===== config.mk =====
export PLATFORM = sky130hd
export DESIGN_NAME = pipe_stage_elastic
export DESIGN_NICKNAME = d
export VERILOG_FILES = /design/src/rtl/pipe_pkg.sv /design/src/rtl/pipe_stage_elastic.sv
export SDC_FILE = /design/constraint.sdc
export NUM_CORES = 1
export LEC_CHECK = 0
export ABC_AREA = 1
export BUFFER_PORTS_ARGS = -buffer_cell sky130_fd_sc_hd__buf_2
export CAP_MARGIN = 20
export CORE_ASPECT_RATIO = 2
export CORE_MARGIN = 1
export CORE_UTILIZATION = 30
export CTS_CLUSTER_SIZE = 28
export DETAILED_ROUTE_END_ITERATION = 12
export GPL_TIMING_DRIVEN = 0
export PLACE_DENSITY_LB_ADDON = 0.08
export SYNTH_ARGS = -nofsm -noshare
export SYNTH_HDL_FRONTEND = slang
export SYNTH_SLANG_ARGS = --single-unit
export TNS_END_PERCENT = 5

===== constraint.sdc =====
create_clock -name clk -period 2.55 [get_ports clk]
set_clock_uncertainty 0.1 [all_clocks]
set_input_delay 0.765 -clock clk [delete_from_list [all_inputs] [get_ports clk]]
set_output_delay 0.765 -clock clk [all_outputs]
set_load 0.01 [all_outputs]

===== src/rtl/pipe_pkg.sv =====
// Shared definitions for elastic pipeline stages: state names derived from the valid bits,
// occupancy width and the packed bundle widths each stage instance is built with.
package pipe_pkg;

    localparam int OCC_W = 2;

    // instruction(32) + pc(32)
    localparam int IF_ID_W  = 64;
    // instruction(32) + pc(32) + rs1/rs2 data(64) + imm(32) + control(16)
    localparam int ID_EX_W  = 176;
    // alu result(32) + store data(32) + rd(5) + control(11)
    localparam int EX_MEM_W = 80;
    // writeback data(32) + rd(5) + control(3)
    localparam int MEM_WB_W = 40;

    typedef enum logic [1:0] {
        EMPTY = 2'd0,
        ONE   = 2'd1,
        FULL  = 2'd2
    } stage_state_e;

    function automatic logic [OCC_W-1:0] occupancy(input stage_state_e s);
        case (s)
            EMPTY:   return OCC_W'(0);
            ONE:     return OCC_W'(1);
            FULL:    return OCC_W'(2);
            default: return OCC_W'(0);
        endcase
    endfunction

endpackage


===== src/rtl/pipe_stage_elastic.sv =====
// Elastic pipeline stage: main payload register plus optional skid entry, valid/ready both sides.
// Latency: 1 cycle from accept to out_valid on an empty stage; sustains 1 transfer per cycle.
// Backpressure: SKID=1 gives a registered in_ready (skid absorbs one beat); SKID=0 passes out_ready through.
module pipe_stage_elastic
    import pipe_pkg::*;
#(
    parameter int          WIDTH           = 32,
    parameter int unsigned SKID            = 1,
    parameter int unsigned ZERO_ON_INVALID = 1
) (
    input  logic             clk,
    input  logic             rst_n,
    input  logic             flush,
    input  logic             stall,
    input  logic             in_valid,
    output logic             in_ready,
    input  logic [WIDTH-1:0] in_data,
    output logic             out_valid,
    input  logic             out_ready,
    output logic [WIDTH-1:0] out_data,
    output logic [OCC_W-1:0] count
);

    stage_state_e     state_q;
    stage_state_e     state_nxt;
    logic             main_v;
    logic             skid_v;
    logic [WIDTH-1:0] main_d;
    logic [WIDTH-1:0] skid_d;
    logic             acc;
    logic             dlv;
    logic             load_main;
    logic             load_skid;
    logic             main_from_skid;
    logic             clear;

    assign acc   = in_valid & in_ready;
    assign dlv   = out_valid & out_ready;
    assign count = occupancy(state_q);

    always_ff @(posedge clk or negedge rst_n) begin
        if (!rst_n) begin
            state_q <= EMPTY;
        end else begin
            state_q <= state_nxt;
        end
    end

    // Stall needs no branch of its own: it already forces acc and dlv low.
    always_comb begin
        state_nxt      = state_q;
        load_main      = 1'b0;
        load_skid      = 1'b0;
        main_from_skid = 1'b0;
        clear          = 1'b0;
        if (flush) begin
            state_nxt = EMPTY;
            clear     = 1'b1;
        end else begin
            case (state_q)
                EMPTY: begin
                    if (acc) begin
                        state_nxt = ONE;
                        load_main = 1'b1;
                    end
                end
                ONE: begin
                    if (acc && dlv) begin
                        load_main = 1'b1;
                    end else if (dlv) begin
                        state_nxt = EMPTY;
                    end else if (acc && SKID != 0) begin
                        state_nxt = FULL;
                        load_skid = 1'b1;
                    end
                end
                FULL: begin
                    if (dlv) begin
                        state_nxt      = ONE;
                        main_from_skid = 1'b1;
                    end
                end
                default: begin
                    state_nxt = EMPTY;
                    clear     = 1'b1;
                end
            endcase
        end
    end

    always_comb begin
        main_v    = (state_q != EMPTY);
        skid_v    = (state_q == FULL);
        out_valid = main_v & ~stall & ~flush;
        if (SKID != 0) begin
            in_ready = ~skid_v & ~stall & ~flush;
        end else begin
            in_ready = (~main_v | out_ready) & ~stall & ~flush;
        end
        out_data = main_d;
        if (!out_valid && ZERO_ON_INVALID != 0) begin
            out_data = '0;
        end
    end

    always_ff @(posedge clk or negedge rst_n) begin
        if (!rst_n) begin
            main_d <= '0;
        end else if (clear) begin
            main_d <= '0;
        end else if (load_main) begin
            main_d <= in_data;
        end else if (main_from_skid) begin
            main_d <= skid_d;
        end
    end

    if (SKID != 0) begin : g_skid
        always_ff @(posedge clk or negedge rst_n) begin
            if (!rst_n) begin
                skid_d <= '0;
            end else if (clear) begin
                skid_d <= '0;
            end else if (load_skid) begin
                skid_d <= in_data;
            end
        end
    end else begin : g_no_skid
        assign skid_d = '0;
    end

`ifndef SYNTHESIS
    always @(posedge clk) begin
        if (rst_n) begin
            assert (count <= OCC_W'(2));
            assert (!skid_v || main_v);
            assert (SKID != 0 || !skid_v);
        end
    end
`endif

endmodule


==> After elaboration in Yosys (flattened, before gate mapping) <==
Cells that the tools add are included.
Widths: inputs -> output; s select.
{ "totals": {"register_bits": 66, "word_cells": 52} }
{ "classes": {"eq_ne": 6, "mux": 27, "bitwise_logic": 9, "n_reduce_logical": 7} }
{ "ops": {"columns": ["operator", "n"], "rows": [
  ["$mux 32", 6],
  ["$mux 1", 12],
  ["$mux 2", 6],
  ["$and 1x1->1", 6],
  ["$ne 3x3->1 const B", 2],
  ["$pmux 2 s3", 1],
  ["$ne 4x4->1 const B", 1],
  ["$pmux 2 s2", 1],
  ["$reduce_and 4->1", 1],
  ["$reduce_bool 2->1", 2],
  ["$ne 3x2->1 const B", 1],
  ["$not 1->1", 3],
  ["$reduce_bool 3->1", 1],
  ["$reduce_or 3->1", 1],
  ["$eq 2x1->1 const B", 1],
  ["$eq 2x2->1 const B", 1],
  ["$logic_not 2->1", 1],
  ["$pmux 1 s2", 1],
  ["$logic_and 1x1->1", 1]
]} }

==> Longest topological paths before layout <==
Gate-level depths: netlist of the first run.
{ "logic_depth": {"depth_word": 12, "depth_mapped": 11} }

==> Least setup slack after synthesis of the first run <==
OpenSTA, ideal clock, no wires.
{ "synth_timing": {"path_type": "in2out", "start": "in flush", "end": "out out_data[11]", "arrival_ns": 1.507, "required_time_ns": 1.685, "path_slack_ns": 0.178, "cell_stages": 4, "n_path_buf": 1, "path_cell_list": "nor2_2 nand2_1 clkbuf_1 nor2_1"} }
{ "synth_between": {"elab_chain_len": 3} }
{ "synth_rtl": {"columns": ["item", "line", "rtl"], "rows": [
  ["start, declared", "pipe_stage_elastic.sv:13", "input logic flush,"],
  ["$not 1->1", null, null],
  ["$and 1x1->1", "pipe_stage_elastic.sv:94", "out_valid = main_v & ~stall & ~flush;"],
  ["$mux 32", "pipe_stage_elastic.sv:101", "if (!out_valid && ZERO_ON_INVALID != 0) begin"],
  ["end, declared", "pipe_stage_elastic.sv:20", "output logic [WIDTH-1:0] out_data,"]
]} }
No other way between the ends.

==> Final worst setup path of the first run <==
{ "layout_timing": {"start": "in flush", "end": "out out_data[15]"} }
Same word-level chain as after synthesis.

==> run_results.csv, run 1 <==
group,metric,value,unit
outcome,status,"complete, no violations",
power_and_ir_drop,ir_drop,0.3124,mV
logic_synthesis,synthAdderAreaFrac,0,%
logic_synthesis,synth_xor_xnor_area_share,0,%
cts,root_buffer,"clkbuf_16",
floorplanning,dieArea,0.01211,mm2
cts,cts_buffers,9,
floorplanning,die_h,154.6,um
grt,grt.overflow.total,0,
floorplanning,core-area,0.01135,mm2
worst_setup_path,criticalPathCategory,"primary input to primary output",
sta,finalSetupViolCount,0,
sta,slew_headroom,60.16,%
worst_setup_path,required,1690,ps
logic_synthesis,yosys.area_share.simple,43.07,%
floorplanning,ios,74,
sta,fin_crit,2459,ps
worst_setup_path,r2r-start,"state_q[0]",
sta,tightestPinTransition,597.5,ps
grt,grt_util_all_layers,18.20,%
job,drv_cap,0,
power_and_ir_drop,leakage,2.481,nW
cts,postCtsHoldBufs,0,
cells_and_area,fin_nets,615,
logic_synthesis,syn_nets,529,
routing,dr_total_vias,3385,
cells_and_area,n_fill_cell,1268,
worst_setup_path,end_kind,"primary output",
cts,cts_buffer_depth,2,
cells_and_area,antenna_cells,0,
logic_synthesis,synth-seq-cells,66,
floorplanning,start_util,30.78,%
cells_and_area,final_cells,724,
placed_design,dp_hpwl,7466,um
logic_synthesis,synth_top_family_by_area,"simple AND/OR/NAND/NOR gates",
grt,antenna_found_initial,0,
worst_setup_path,timing.critical_path.from,"flush",
routing,antenna_left,0,
min_path,hp-class,"primary input to async pin",
cts,h-tree-depth,3,
logic_synthesis,synth_cells,491,
sta,period_share,96.45,%
placed_design,gp_congestion,0.7537,
sta,fin_setup_tns,0,ps
cells_and_area,final-seq-area,0.001654,mm2
cells_and_area,final_cell_mix,"171 x nand2_1, 129 x nand3_1, 85 x buf_2, 64 x dfrtp_1, 40 x inv_1",
sta,slew_violations,0,
floorplanning,rows,55,
cts,clkLatencyLatePin,330,ps
worst_setup_path,start_kind,"primary input",
worst_setup_path,r2r_setup_slack,510,ps
cts,path_clk_slew,60,ps
power_and_ir_drop,p_per_area,667.8,mW/mm2
logic_synthesis,avgSynthCellArea,7.117,um2
routing,routedWlPerCell,14.31,um
placed_design,dp_cells,707,
logic_synthesis,synth.area.mux_share,0,%
logic_synthesis,synth_compound_area_share,0.5371,%
cells_and_area,area_delta_synth_final,27.14,%
worst_setup_path,rr_worst_depth,8,
logic_synthesis,synthTopCellsByArea,"dfrtp_1 47%, nand3_1 18%, nand2_1 18%",
worst_setup_path,worstPathArrival,1590,ps
logic_synthesis,ys_warn_count,0,
grt,grt_pass1_vias,3315,
cells_and_area,finalCoreUtilization,39.13,%
routing,drt_first_pass_iters,4,
cells_and_area,layout_commonest_cell,"nand2_1",
placed_design,io_buffers,73,
grt,grt_first_pass_wirelength,16820,um
logic_synthesis,synth_top_area_cell,"dfrtp_1",
cells_and_area,multi_input_area,0.001536,mm2
logic_synthesis,synth.distinct_cells,20,
grt,grt_max_degree,59,
worst_setup_path,worstReg2RegEnd,"main_d[2]",
logic_synthesis,syn_area,0.003495,mm2
sta,fin_hold_ws,160.4,ps
cells_and_area,drive_gt1_share,20.62,%
cts,cts_tree,"yes",
logic_synthesis,synthDominantCellAreaShare,47.26,%
worst_setup_path,endpoint,"out_data[15]",
sta,hold_viol,0,
routing,drt_wl_total,10360,um
sta,max_freq,406.6,MHz
worst_setup_path,cp_max_fo,10,
logic_synthesis,yosysSeqAreaShare,47.26,%
routing,drc,0,
sta,rsz0062_at_grt,"false",
routing,drt_iter0_drc,250,
floorplanning,die_w,78.32,um
cts,numClockSinks,66,
routing,vias_per_cell,4.675,
[power breakdown]
| group | internal (mW) | switching [mW] | leakage, nW |
|---|---|---|---|
| combinational | 0.119 | 0.281 | 1.41 |
| clock | 0.958 | 0.476 | 0.163 |
| sequential | 1.10 | 0.0330 | 0.911 |
| total | 2.18 | 0.790 | 2.48 |
[repair_timing]
action                     CTS  global route
resized for setup            8             3
pin swaps                    1             0
gates cloned                 0             0
setup buffers                1             0
setup endpoints to repair   33            14
[worst max-delay path: stages]
cell,delay [ps]
buf_2,140
nor2_4,120
nand2_4,110
clkbuf_4,200
nor2_1,110
buf_2,140
[routing by layer]
metal	track usage (%)	up-vias	part of all wire, %
met5	0	-	0
met4	6.349	0	1.2
met3	3.127	8	3.7
met2	33.46	87	56
met1	20.69	1561	39
li1	-	1729	-
[flip-flops by register name, summed over array words and instances, names as in the netlist]
signal	cells
main_d	32
skid_d	32
state_q	2
[layout make-up]
cell class / instances / area share, %
tap: 142 / 3.999
sequential: 66 / 37.23
inverter: 41 / 3.464
multi-input combinational: 350 / 34.58
timing repair buffer: 75 / 9.068
clock inverter: 6 / 2.591
buffer: 34 / 3.914
clock buffer: 10 / 5.153
[cell families (layout without fill, tap and decap cells)]
kind of cell,after synthesis,count (layout)
buffers and inverters,75,166
AOI/OAI and AO/OA,3,3
DFF,66,66
and+or+nand+nor,347,347
[through the flow]
| stage | worst slack (ps) | total power, mW | instance area (um2) |
|---|---|---|---|
| after global routing | 18.76 | 3.092 | 4443 |
| after floorplan | 177.9 | 1.376 | 3495 |
| after global placement | -383.9 | 1.539 | 4038 |
| after detailed placement | -412.4 | 1.547 | 4068 |
| final | 90.62 | 2.967 | 4443 |
| after CTS | 64.82 | 3.002 | 4441 |
[synthesized netlist by cell type, drive strengths merged]
| cell type | instances |
|---|---|
| buf | 22 |
| a21oi | 1 |
| o21ai | 2 |
| clkbuf | 12 |
| nor3 | 1 |
| inv | 41 |
| nand3 | 131 |
| nand4 | 1 |
| nor2 | 39 |
| dfrtp | 66 |
| nand2 | 175 |
[worst min-delay path by stage]
stage / from / to / slack, ps / cells after the start
global placement: skid_d[18] / skid_d[18] / 380 / 2
CTS: rst_n / skid_d[19] / 160 / 1
global route: rst_n / skid_d[17] / 160 / 1
finish: rst_n / skid_d[19] / 160 / 1
detailed placement: skid_d[16] / skid_d[16] / 390 / 2
floorplan: rst_n / main_d[0] / 370 / 0
Power figures use the tool's default switching activity.
==> run 2: changes to the inputs <==
--- a/config.mk
+++ b/config.mk
@@ -13,6 +13,7 @@
 export CORE_UTILIZATION = 30
 export CTS_CLUSTER_SIZE = 28
 export DETAILED_ROUTE_END_ITERATION = 12
+export GPL_ROUTABILITY_DRIVEN = 0
 export GPL_TIMING_DRIVEN = 0
 export PLACE_DENSITY_LB_ADDON = 0.08
 export SYNTH_ARGS = -nofsm -noshare
==> constraint.sdc (replaced) <==
create_clock -name clk -period 2.55 [get_ports clk]
set_clock_uncertainty 0.1 [all_clocks]
set_input_delay 0.51 -clock clk [delete_from_list [all_inputs] [get_ports clk]]
set_output_delay 0.51 -clock clk [all_outputs]
set_load 0.01 [all_outputs]
==> run_results.csv, run 2 (same netlist as run 1, synthesis figures left out) <==
group,metric,value,unit
outcome,status,"complete, no violations",
worst_setup_path,r2r-start,"state_q[0]",
worst_setup_path,end_kind,"primary output",
routing,drc,0,
floorplanning,core-area,0.01135,mm2
cells_and_area,final_cell_mix,"172 x nand2_1, 129 x nand3_1, 84 x buf_2, 66 x dfrtp_1, 40 x inv_1",
worst_setup_path,worstReg2RegEnd,"main_d[2]",
cts,path_clk_slew,60,ps
cts,numClockSinks,66,
placed_design,post-place-ws,97.58,ps
grt,grt_util_all_layers,18.14,%
cells_and_area,final_cells,724,
routing,drt_wl_total,10300,um
placed_design,dp_hpwl,7466,um
worst_setup_path,timing.critical_path.from,"state_q[0]",
cells_and_area,multi_input_area,0.001524,mm2
routing,dr_total_vias,3347,
sta,fin_setup_tns,0,ps
floorplanning,rows,55,
grt,grt_first_pass_wirelength,16760,um
power_and_ir_drop,ir_drop,0.3126,mV
worst_setup_path,rr_worst_depth,8,
worst_setup_path,r2r_setup_slack,520,ps
job,drv_cap,0,
worst_setup_path,required,1940,ps
sta,max_freq,417.6,MHz
worst_setup_path,endpoint,"out_data[15]",
routing,drt_iter0_drc,242,
floorplanning,dieArea,0.01211,mm2
cts,cts_buffer_depth,2,
power_and_ir_drop,leakage,2.473,nW
cts,root_buffer,"clkbuf_16",
cells_and_area,finalCoreUtilization,38.98,%
cells_and_area,antenna_cells,0,
floorplanning,die_h,154.6,um
routing,drt_first_pass_iters,4,
worst_setup_path,criticalPathCategory,"flip-flop to primary output",
routing,antenna_left,0,
sta,period_share,93.90,%
sta,tightestPinTransition,594.2,ps
worst_setup_path,worstPathArrival,1780,ps
sta,rsz0062_at_grt,"false",
floorplanning,die_w,78.32,um
sta,hold_viol,0,
floorplanning,start_util,30.78,%
cells_and_area,top_regs,"main_d: 32 flops, skid_d: 32 flops, state_q: 2 flops",
cells_and_area,drive_gt1_share,19.93,%
sta,fin_crit,2395,ps
cts,cts_buffers,9,
worst_setup_path,cp_max_fo,10,
grt,antenna_found_initial,0,
cells_and_area,final-seq-area,0.001652,mm2
worst_setup_path,start_kind,"flip-flop",
sta,slew_headroom,60.39,%
sta,setup_ws,155.5,ps
grt,grt_pass1_vias,3299,
cells_and_area,fin_nets,615,
cts,clkLatencyLatePin,330,ps
cells_and_area,area_delta_synth_final,26.64,%
min_path,hp-class,"primary input to flip-flop",
placed_design,dp_cells,707,
grt,grt_max_degree,59,
sta,slew_violations,0,
grt,grt.overflow.total,0,
placed_design,io_buffers,73,
routing,routedWlPerCell,14.22,um
cts,cts_setup_buffers,0,
power_and_ir_drop,p_per_area,667.3,mW/mm2
floorplanning,ios,74,
cells_and_area,layout_commonest_cell,"nand2_1",
routing,vias_per_cell,4.623,
cts,h-tree-depth,3,
sta,finalSetupViolCount,0,
cts,cts_tree,"yes",
cells_and_area,n_fill_cell,1267,
power_and_ir_drop,power,2.953,mW
-- run 2: cell types whose count changed in the layout (fill, tap and decap cells not counted) --
cell	delta
clkbuf_2	+3
clkbuf_4	-2
dfrtp_1	+2
dfrtp_2	-2
buf_2	-1
buf_4	-1
dlygate4sd3_1	+1
nand2_1	+1
nand2_4	-1
nor2_2	+1
nor2_4	-1
-- run 2: metal layers --
layer / routed length (um) / GRT usage (%) / vias up
li1: - / - / 1734
met1: 4061 / 20.65 / 1542
met2: 5862 / 33.29 / 67
met3: 303 / 3.127 / 4
met4: 70 / 6.349 / 0
met5: 0 / 0 / -
-- run 2: area by class of cell --
cell class | count | area share, %
clock buffer | 10 | 5.174
multi-input combinational | 350 | 34.44
tap | 142 | 4.015
buffer | 34 | 3.817
clock inverter | 6 | 2.601
inverter | 41 | 3.478
timing repair buffer | 75 | 9.160
sequential | 66 | 37.32
-- run 2: how the worst min path moves through the flow --
stage | from | end | slack [ps] | cells past startpoint
after floorplan | rst_n | main_d[0] | 110 | 0
after global placement | skid_d[18] | skid_d[18] | 380 | 2
after detailed placement | rst_n | skid_d[19] | 260 | 1
after CTS | in_data[15] | skid_d[15] | 310 | 3
after global routing | in_data[4] | skid_d[4] | 330 | 3
final | in_data[15] | skid_d[15] | 320 | 3
-- run 2: repair_timing --
item | 4_1_cts | 5_1_grt
hold buffers | 1 | 0
setup endpoints to repair | 20 | 10
hold endpoints to repair | 8 | 0
gates resized for setup | 2 | 2
-- run 2: worst max-delay path, cell delays in order, from the launching register on --
cell	delay, ps
dfrtp_1	470
inv_2	90
nand2_2	100
nand2_1	230
clkbuf_2	280
nor2_1	130
buf_2	140
-- run 2: power breakdown --
part / total, mW / leakage (nW) / switching, mW / internal (mW)
sequential: 1.13 / 0.914 / 0.0332 / 1.10
clock: 1.43 / 0.163 / 0.471 / 0.958
combinational: 0.392 / 1.40 / 0.276 / 0.116
-- run 2: stage by stage --
step	hold slack (ps)	cell area, um2
floorplan	114.4	3495
global placement	380.3	4038
detailed placement	260.1	4068
CTS	312.3	4424
global route	328.0	4425
finish	321.4	4425
